### config.mk
export PLATFORM = sky130hd
export DESIGN_NAME = freq_ctrl
export DESIGN_NICKNAME = d
export VERILOG_FILES = /design/src/rtl/freq_pkg.sv /design/src/rtl/seq_div_bcd.sv /design/src/rtl/freq_ctrl.sv
export SDC_FILE = /design/constraint.sdc
export NUM_CORES = 1
export LEC_CHECK = 0
export CORE_ASPECT_RATIO = 1.5
export CORE_UTILIZATION = 43
export CTS_CLUSTER_SIZE = 12
export DETAILED_ROUTE_END_ITERATION = 16
export PLACE_DENSITY = 0.72
export SLEW_MARGIN = 40
export SYNTH_ARGS = -nofsm -noshare
export SYNTH_HDL_FRONTEND = slang
export SYNTH_SLANG_ARGS = --single-unit
### constraint.sdc
create_clock -name clk -period 6.6 [get_ports clk]
set_clock_uncertainty 0.1 [all_clocks]
set_input_delay 1.32 -clock clk [delete_from_list [all_inputs] [get_ports clk]]
set_output_delay 1.32 -clock clk [all_outputs]
set_load 0.05 [all_outputs]
### src/rtl/freq_pkg.sv
// Shared types and constants for the frequency-demo controller.
// Latency: n/a (declarations only).
// Backpressure: n/a.
package freq_pkg;

  typedef enum logic [1:0] {IDLE, DIV, BCD, DONE} freq_state_t;

  localparam int DIVIDEND = 100000;  // 0.01 Hz units over a 1 ms period
  localparam int DVD_W    = 17;      // width of DIVIDEND
  localparam int CYCLE_W  = 10;
  localparam int QUOT_W   = 11;      // quotient peaks at 2000
  localparam int BCD_W    = 16;
  localparam int STEP_W   = 5;       // counts DVD_W + QUOT_W converter steps

  // Double-dabble correction: add 3 to every digit that is 5 or more
  function automatic logic [BCD_W-1:0] dabble_adj(input logic [BCD_W-1:0] v);
    logic [BCD_W-1:0] r;
    r = v;
    for (int i = 0; i < BCD_W / 4; i++) begin
      if (r[4*i +: 4] >= 4'd5) r[4*i +: 4] = r[4*i +: 4] + 4'd3;
    end
    return r;
  endfunction

endpackage

### src/rtl/seq_div_bcd.sv
// Sequential DIVIDEND/divisor restoring divider followed by an 11-bit double-dabble.
// Latency: start accepted on one edge, result on bcd 28 edges later (17 divide + 11 convert).
// Backpressure: none; start is ignored while busy, the caller waits for done.
module seq_div_bcd
  import freq_pkg::*;
(
  input  logic               clk,
  input  logic               rst,
  input  logic               start,
  input  logic [CYCLE_W-1:0] divisor,
  output logic               busy,
  output logic               div_done,
  output logic               done,
  output logic [BCD_W-1:0]   bcd
);

  localparam logic [STEP_W-1:0] DIV_LAST = STEP_W'(DVD_W - 1);
  localparam logic [STEP_W-1:0] CNT_LAST = STEP_W'(DVD_W + QUOT_W - 1);

  logic               running;
  logic [STEP_W-1:0]  cnt;
  logic [CYCLE_W-1:0] dsr;     // latched divisor
  logic [CYCLE_W-1:0] rem;     // partial remainder, always below dsr
  logic [DVD_W-1:0]   dvd;     // dividend in, quotient out, then BCD source
  logic [BCD_W-1:0]   bcd_sr;
  logic [CYCLE_W:0]   rem_sh;
  logic [CYCLE_W-1:0] rem_sub;
  logic               fits;
  logic [BCD_W-1:0]   bcd_adj;

  // One restoring-division trial and one dabble correction per clock
  always_comb begin
    rem_sh  = {rem, dvd[DVD_W-1]};
    fits    = rem_sh >= {1'b0, dsr};
    // When fits is set the difference is below dsr, so the low bits are exact
    rem_sub = rem_sh[CYCLE_W-1:0] - dsr;
    bcd_adj = dabble_adj(bcd_sr);
  end

  // Step counter and shift registers: division first, then binary-to-BCD
  always_ff @(posedge clk) begin
    if (rst) begin
      running <= 1'b0;
      cnt     <= '0;
      dsr     <= '0;
      rem     <= '0;
      dvd     <= '0;
      bcd_sr  <= '0;
    end else if (start && !running) begin
      running <= 1'b1;
      cnt     <= '0;
      dsr     <= divisor;
      rem     <= '0;
      dvd     <= DVD_W'(DIVIDEND);
      bcd_sr  <= '0;
    end else if (running) begin
      cnt <= cnt + 1'b1;
      if (cnt <= DIV_LAST) begin
        rem <= fits ? rem_sub : rem_sh[CYCLE_W-1:0];
        dvd <= {dvd[DVD_W-2:0], fits};
      end else begin
        bcd_sr <= (bcd_adj << 1) | BCD_W'(dvd[QUOT_W-1]);
        dvd    <= {dvd[DVD_W-2:0], 1'b0};
      end
      if (cnt == CNT_LAST) running <= 1'b0;
    end
  end

  // Phase strobes fire during the cycle whose edge performs the last step
  always_comb begin
    busy     = running;
    div_done = running && (cnt == DIV_LAST);
    done     = running && (cnt == CNT_LAST);
    bcd      = bcd_sr;
  end

endmodule

### src/rtl/freq_ctrl.sv
// Key-driven blink period with clamping, plus BCD readout of 100000/cycle (optional auto-repeat: FREQ_CTRL_AUTOREPEAT_EN).
// Latency: key edge to cycle 2 clocks; cycle change to bcd_valid 30 clocks.
// Backpressure: none; changes during a conversion set dirty and trigger a rerun afterwards.
module freq_ctrl
  import freq_pkg::*;
#(
  parameter int CYCLE_MIN    = 50,
  parameter int CYCLE_MAX    = 1000,
  parameter int CYCLE_STEP   = 50,
  parameter int REPEAT_DELAY = 500,
  parameter int REPEAT_RATE  = 100
) (
  input  logic               clk,
  input  logic               rst,
  input  logic               tick_1k,
  input  logic               key_slow,
  input  logic               key_fast,
  output logic [CYCLE_W-1:0] cycle,
  output logic               busy,
  output logic [BCD_W-1:0]   bcd,
  output logic               bcd_valid
);

  localparam int SUM_W = CYCLE_W + 1;

  logic               slow_q, fast_q, slow_d, fast_d;
  logic               evt_slow, evt_fast, step_up, step_dn;
  logic [SUM_W-1:0]   sum_up;
  logic [CYCLE_W-1:0] cycle_nxt;
  logic               dirty;
  freq_state_t        state_q, state_nxt;
  logic               start, load_out;
  logic               cvt_busy, cvt_div_done, cvt_done;
  logic [BCD_W-1:0]   cvt_bcd;

  // Register key levels and keep the previous sample for press detection
  always_ff @(posedge clk) begin
    if (rst) begin
      slow_q <= 1'b1;
      fast_q <= 1'b1;
      slow_d <= 1'b1;
      fast_d <= 1'b1;
    end else begin
      slow_q <= key_slow;
      fast_q <= key_fast;
      slow_d <= slow_q;
      fast_d <= fast_q;
    end
  end

  // A press counts only if the other key is released (covers simultaneous presses)
  always_comb begin
    evt_slow = slow_d & ~slow_q & fast_q;
    evt_fast = fast_d & ~fast_q & slow_q;
  end

`ifdef FREQ_CTRL_AUTOREPEAT_EN
  logic [9:0] rpt_cnt;
  logic       one_held, rpt_hit;

  // Repeat fires on the tick that brings the held time to the delay/rate mark
  always_comb begin
    one_held = slow_q ^ fast_q;
    rpt_hit  = tick_1k & one_held & (rpt_cnt == 10'(REPEAT_DELAY - 1));
    step_up  = evt_slow | (rpt_hit & ~slow_q);
    step_dn  = evt_fast | (rpt_hit & ~fast_q);
  end

  // Held-time counter in ms; reloads so later repeats come every REPEAT_RATE
  always_ff @(posedge clk) begin
    if (rst || !one_held) rpt_cnt <= '0;
    else if (tick_1k)     rpt_cnt <= rpt_hit ? 10'(REPEAT_DELAY - REPEAT_RATE) : rpt_cnt + 1'b1;
  end
`else
  logic unused_tick;
  assign unused_tick = tick_1k;

  // One step per press, no repeat
  always_comb begin
    step_up = evt_slow;
    step_dn = evt_fast;
  end
`endif

  // Clamped next period; the decrement is range-checked before subtracting
  always_comb begin
    sum_up    = SUM_W'(cycle) + SUM_W'(CYCLE_STEP);
    cycle_nxt = cycle;
    if (step_up)
      cycle_nxt = (sum_up > SUM_W'(CYCLE_MAX)) ? CYCLE_W'(CYCLE_MAX) : sum_up[CYCLE_W-1:0];
    else if (step_dn)
      cycle_nxt = (SUM_W'(cycle) >= SUM_W'(CYCLE_MIN + CYCLE_STEP)) ?
                  cycle - CYCLE_W'(CYCLE_STEP) : CYCLE_W'(CYCLE_MIN);
  end

  // Period register; dirty set on any real change, wins over a same-cycle start
  always_ff @(posedge clk) begin
    if (rst) begin
      cycle <= CYCLE_W'(CYCLE_MAX);
      dirty <= 1'b1;
    end else begin
      cycle <= cycle_nxt;
      if (cycle_nxt != cycle) dirty <= 1'b1;
      else if (start)         dirty <= 1'b0;
    end
  end

  // FSM state register
  always_ff @(posedge clk) begin
    if (rst) state_q <= IDLE;
    else     state_q <= state_nxt;
  end

  // FSM next state: the converter's strobes pace DIV and BCD
  always_comb begin
    state_nxt = state_q;
    unique case (state_q)
      IDLE: if (dirty)        state_nxt = DIV;
      DIV:  if (cvt_div_done) state_nxt = BCD;
      BCD:  if (cvt_done)     state_nxt = DONE;
      DONE:                   state_nxt = IDLE;
      default:                state_nxt = IDLE;
    endcase
  end

  // FSM outputs
  always_comb begin
    start    = (state_q == IDLE) && dirty;
    load_out = (state_q == DONE);
    busy     = cvt_busy | load_out;
  end

  // Published result holds between pulses
  always_ff @(posedge clk) begin
    if (rst) begin
      bcd       <= '0;
      bcd_valid <= 1'b0;
    end else begin
      bcd_valid <= load_out;
      if (load_out) bcd <= cvt_bcd;
    end
  end

  seq_div_bcd u_cvt (
    .clk      (clk),
    .rst      (rst),
    .start    (start),
    .divisor  (cycle),
    .busy     (cvt_busy),
    .div_done (cvt_div_done),
    .done     (cvt_done),
    .bcd      (cvt_bcd)
  );

endmodule

; ---- Word-level counts from Yosys, hierarchy flattened
; Index checks and enable logic that the tools add are counted.
[totals]
output_inout_bits = 28
reg_bits = 93
[op_classes]
n_eq_ne = 9
magnitude_cmp = 8
n_bitwise = 9
addsub = 8
mux = 19
n_reduce_logical = 12
[op_table]
columns = op, n
row1 = 10-bit 2-to-1 mux, 5
row2 = 17-bit 2-to-1 mux, 2
row3 = 4-bit by 3-bit >= comparator with 1-bit output (second input constant), 4
row4 = 16-bit by 1-bit bitwise OR with 16-bit output, 1
row5 = 4-bit by 2-bit adder with 4-bit output (second input constant), 3
row6 = 4-bit 2-to-1 mux, 3
row7 = 10-bit by 6-bit adder with 11-bit output (second input constant), 1
row8 = 11-bit by 10-bit >= comparator with 1-bit output, 1
row9 = 11-bit by 10-bit greater-than comparator with 1-bit output (second input constant), 1
row10 = 5-bit equality test (second input constant), 2
row11 = 10-bit by 7-bit >= comparator with 1-bit output (second input constant), 1
row12 = 10-bit inequality test, 1
row13 = 10-bit subtractor, 1
row14 = 10-bit by 6-bit subtractor with 10-bit output (second input constant), 1
row15 = 2-bit case mux with 4 select lines, 1
row16 = 2-bit 2-to-1 mux, 3
row17 = 2-bit inequality test (second input constant), 3
row18 = 5-bit by 1-bit adder with 5-bit output (second input constant), 1
row19 = 5-bit less-or-equal comparator (second input constant), 1
row20 = 1-bit bitwise AND, 4
row21 = 2-bit equality test (second input constant), 2
row22 = 1-bit logical AND, 4
row23 = 1-bit 2-to-1 mux, 4
row24 = 2-bit AND reduction, 2
row25 = 10 further kinds, 13

; ---- Logic depth before layout (Yosys ltp)
[logic_depth]
ltp_word = 7
mapped_depth = 10

; ---- By module
; A second synthesis with hierarchy kept.
[hier_totals]
cells_unflattened = 630
hier_area_um2 = 5172.5
[modules_own_cells]
columns = module, area_each_um2, n_inst, seq_area_each_um2, cells_per_inst
row1 = seq_div_bcd, 3081.7, 1, 1181.1, 379
row2 = freq_ctrl, 2090.8, 1, 680.7, 251

; ---- Worst setup path before layout
; No wires, ideal clock.
[synth_path]
path_kind = reg2out
startpoint = register state_q[1]
endpoint = output busy
n_path_buf = 2
t_required_ns = 5.180
stages_incl_launch_ff = 5
slack_ns = 3.508
t_arrival_ns = 1.672
cell_sequence = dfxtp_1 ha_1 clkbuf_1 clkbuf_1 or2_2
[synth_between]
elab_chain_cells = 2
[synth_lines]
columns = item, line
row1 = "start, declared", freq_ctrl.sv:31  ; freq_state_t state_q, state_nxt;
row2 = "start signal, assigned", freq_ctrl.sv:111  ; else state_q <= state_nxt;
row3 = 2-bit equality test, freq_ctrl.sv:129  ; load_out = (state_q == DONE);
row4 = net load_out, freq_ctrl.sv:32  ; logic start, load_out;
row5 = 1-bit bitwise OR, freq_ctrl.sv:130  ; busy = cvt_busy | load_out;
row6 = "end, declared", freq_ctrl.sv:19  ; output logic busy,
; The timed path passes the listed nets, and every way through them passes these cells.

; ---- Final worst setup path
[layout_path]
startpoint = register state_q[0]
endpoint = output busy
; The elaborated chain is that of the path after synthesis.

==> results.cfg <==
[run_status]
status = finished clean

[pwr]
p_int_w = 0.00126
seq_power_share_pct = 34.4
comb_power_share_pct = 40.1
p_total_w = 0.00202
static-leakage-power_nw = 2.16
clockPowerShare_pct = 25.5
switching_share_pct = 37.8
p_sw_w = 0.000763
cellPowerDensity_mw_per_mm2 = 344
vdd_drop_max_mv = 0.178

[final_layout]
drive_gt1_share_pct = 6.99
num_antenna_cells = 0
fin_nets = 673
fin_util_pct = 49.0
fillers = 1146
fin_area_mm2 = 0.00586
area_delta_synth_final_pct = 11.3

[global_route]
grt_pass1_vias = 4368
grt_remaining_overflow = 0
gr-usage-all-layers_pct = 19.6
grt_max_degree = 52
antenna_found_initial = 0
grt_pass1_wl_mm = 20.2

[route]
ant_nets = 0
drt_first_pass_iters = 7
drt-initial-drc-count = 202
avgViaCountPerCell = 5.72
wirelength_mm = 12.0
drc = 0
routedWlPerCell_um = 15.0
via_count = 4561

[yosys]
synth_nets = 666
synth_area_mm2 = 0.00527
synth-edff-count = 0
seq_area_frac_synth_pct = 35.4
postSynthRegisterBits = 93
syn_area_per_cell_um2 = 8.33
yosys_warnings = 0
ys_async_sr_fraction_pct = 0
synth_flop_cell = dfxtp_1
syn_inst = 632
synth_cell_types = 75

[clocking]
cts_max_path_buffers = 2
cts_max_level = 3
cts-root-buf = clkbuf_16
numCtsBuffers = 9
cts_tree = done
clkLatencyLatePin_ns = 0.34
cts_resized = 0
cts-hold-fix-buffers = 0
cts_setup_buffers = 0
clkTransAtPathRegs_ns = 0.07
clock_sinks = 93

[placed_design]
place.gp.congestion = 0.911
place_area_mm2 = 0.00556
dp_hpwl_mm = 8.47
portBuffers = 31

[floorplan]
die_x_um = 92.4
core-area_mm2 = 0.0120
io_pins = 33
start_util_pct = 44.1
fp.dieArea_mm2 = 0.0127
die_y_um = 138
rows = 49

[sta]
tns_ns = 0
slew_headroom_pct = 51.9
fin_crit_sh_pct = 56.3
final_hold_viol_count = 0
min_period_ns = 3.71
setup_violations = 0
drv_slew = 0
fmax_mhz = 269
worst_pin_slew_ns = 0.720
rsz0062_at_grt = false

[hold_path]
hold_path.class = register to register

[critical_path]
critPathLaunchType = register
cp-end-kind = output pin
path_max_fanout = 18
critPathArrivalTime_ns = 2.29
path_class = register to output pin
worst_ep_required_time_ns = 5.18

[job]
drv_cap = 0
-- metrics by stage --
| step | std cells | hold slack, ns | setup slack [ns] |
|---|---|---|---|
| final | 797 | 0.358 | 2.89 |
| after CTS | 797 | 0.358 | 2.87 |
| after detailed placement | 781 | 0.347 | 3.12 |
| after global routing | 797 | 0.384 | 2.77 |
| after floorplan | 632 | 0.338 | 3.51 |
| after global placement | 781 | 0.345 | 2.85 |
-- synthesized netlist by cell type, types with 5 or more instances --
| master | count | share of area, % |
|---|---|---|
| dfxtp_1 | 93 | 35 |
| a211oi_1 | 12 | 1.7 |
| inv_1 | 34 | 2.4 |
| o21ai_0 | 31 | 2.9 |
| xor2_1 | 7 | 1.2 |
| nor2_1 | 68 | 4.8 |
| nor2b_1 | 5 | 0.59 |
| or2_2 | 8 | 0.95 |
| clkbuf_1 | 18 | 1.3 |
| a21oi_1 | 52 | 4.9 |
| mux2i_1 | 40 | 7.6 |
| xnor2_1 | 13 | 2.2 |
| a221oi_1 | 5 | 0.83 |
| nand4_1 | 5 | 0.59 |
| nand2_1 | 65 | 4.6 |
| nand3_1 | 22 | 2.1 |
| nand2b_1 | 8 | 0.95 |
| nor3_1 | 10 | 0.95 |
| ha_1 | 28 | 6.7 |
| o211ai_1 | 7 | 1.0 |
-- cell usage in the layout (no fill, tap or decap), types with 4 or more instances in the layout --
master	n
inv_1	34
mux2i_1	40
o21ai_0	31
nand4b_1	4
buf_4	4
xor2_1	7
ha_1	27
or3_1	4
nand4_1	5
a21oi_1	52
a31oi_1	4
a211oi_1	12
nor3_1	10
xnor2_1	13
nor2b_1	5
nor3b_1	4
nand3_1	22
nand2_1	65
nor2_1	67
a221oi_1	5
or2_2	8
clkdlybuf4s50_1	30
nand2b_1	7
o21bai_1	4
clkbuf_16	9
dfxtp_1	93
o211ai_1	7
-- final timing paths --
kind / startpoint / end / slack (ns) / cells after the start
max: state_q[0] / busy / 2.89 / 3
min: u_cvt.dvd[15] / u_cvt.dvd[16] / 0.36 / 2
max reg2reg: cycle[1] / dirty / 3.58 / 9
min reg2reg: u_cvt.dvd[15] / u_cvt.dvd[16] / 0.36 / 2
-- critical path, cell delays in order, from the launching register on --
cell and delay, ns:
dfxtp_1 0.39, ha_2 0.56, or2_2 0.21, clkdlybuf4s50_1 0.79
-- area by class of cell --
class,instances,area [um^2],share of cell area (%)
timing repair buffer,34,330,5.64
tap,153,191,3.27
clock buffer,10,229,3.91
inverter,34,128,2.18
clock inverter,6,66.3,1.13
sequential,93,1860,31.8
multi-input combinational,467,3050,52.1
-- per-layer routing --
metal	wire, um	track usage (%)	share of wire, %
met1	4900	21.4	41
met2	6320	36.9	53
met3	445	3.04	3.7
met4	311	8.94	2.6
met5	0	0	0
-- kinds of logic after synthesis --
logic type                 share of synthesized area (%)
and+or+nand+nor                                     20.0
AOI/OAI and AO/OA                                   19.9
DFF                                                 35.4
buffers and inverters                               6.79
muxes                                               7.60
adders and majority gates                           7.03
xor gates and xnor gates                            3.33
-- power groups by stage --
| stage | sequential, W | clock, W | combinational, W |
|---|---|---|---|
| floorplan | 0.000693 | 0 | 0.000669 |
| global placement | 0.000702 | 0 | 0.000779 |
| detailed placement | 0.000705 | 0 | 0.000798 |
| CTS | 0.000693 | 0.000527 | 0.000805 |
| global route | 0.000704 | 0.000551 | 0.000892 |
| finish | 0.000694 | 0.000514 | 0.000810 |
-- state kept, by name, indices dropped and copies added, names as in the netlist, 2 cells and up --
signal,flops
u_cvt.rem,10
u_cvt.dsr,10
u_cvt.bcd,16
u_cvt.cnt,5
u_cvt.dvd,17
state_q,2
bcd,16
cycle,10
No activity file was read; power rests on OpenSTA's default activity.
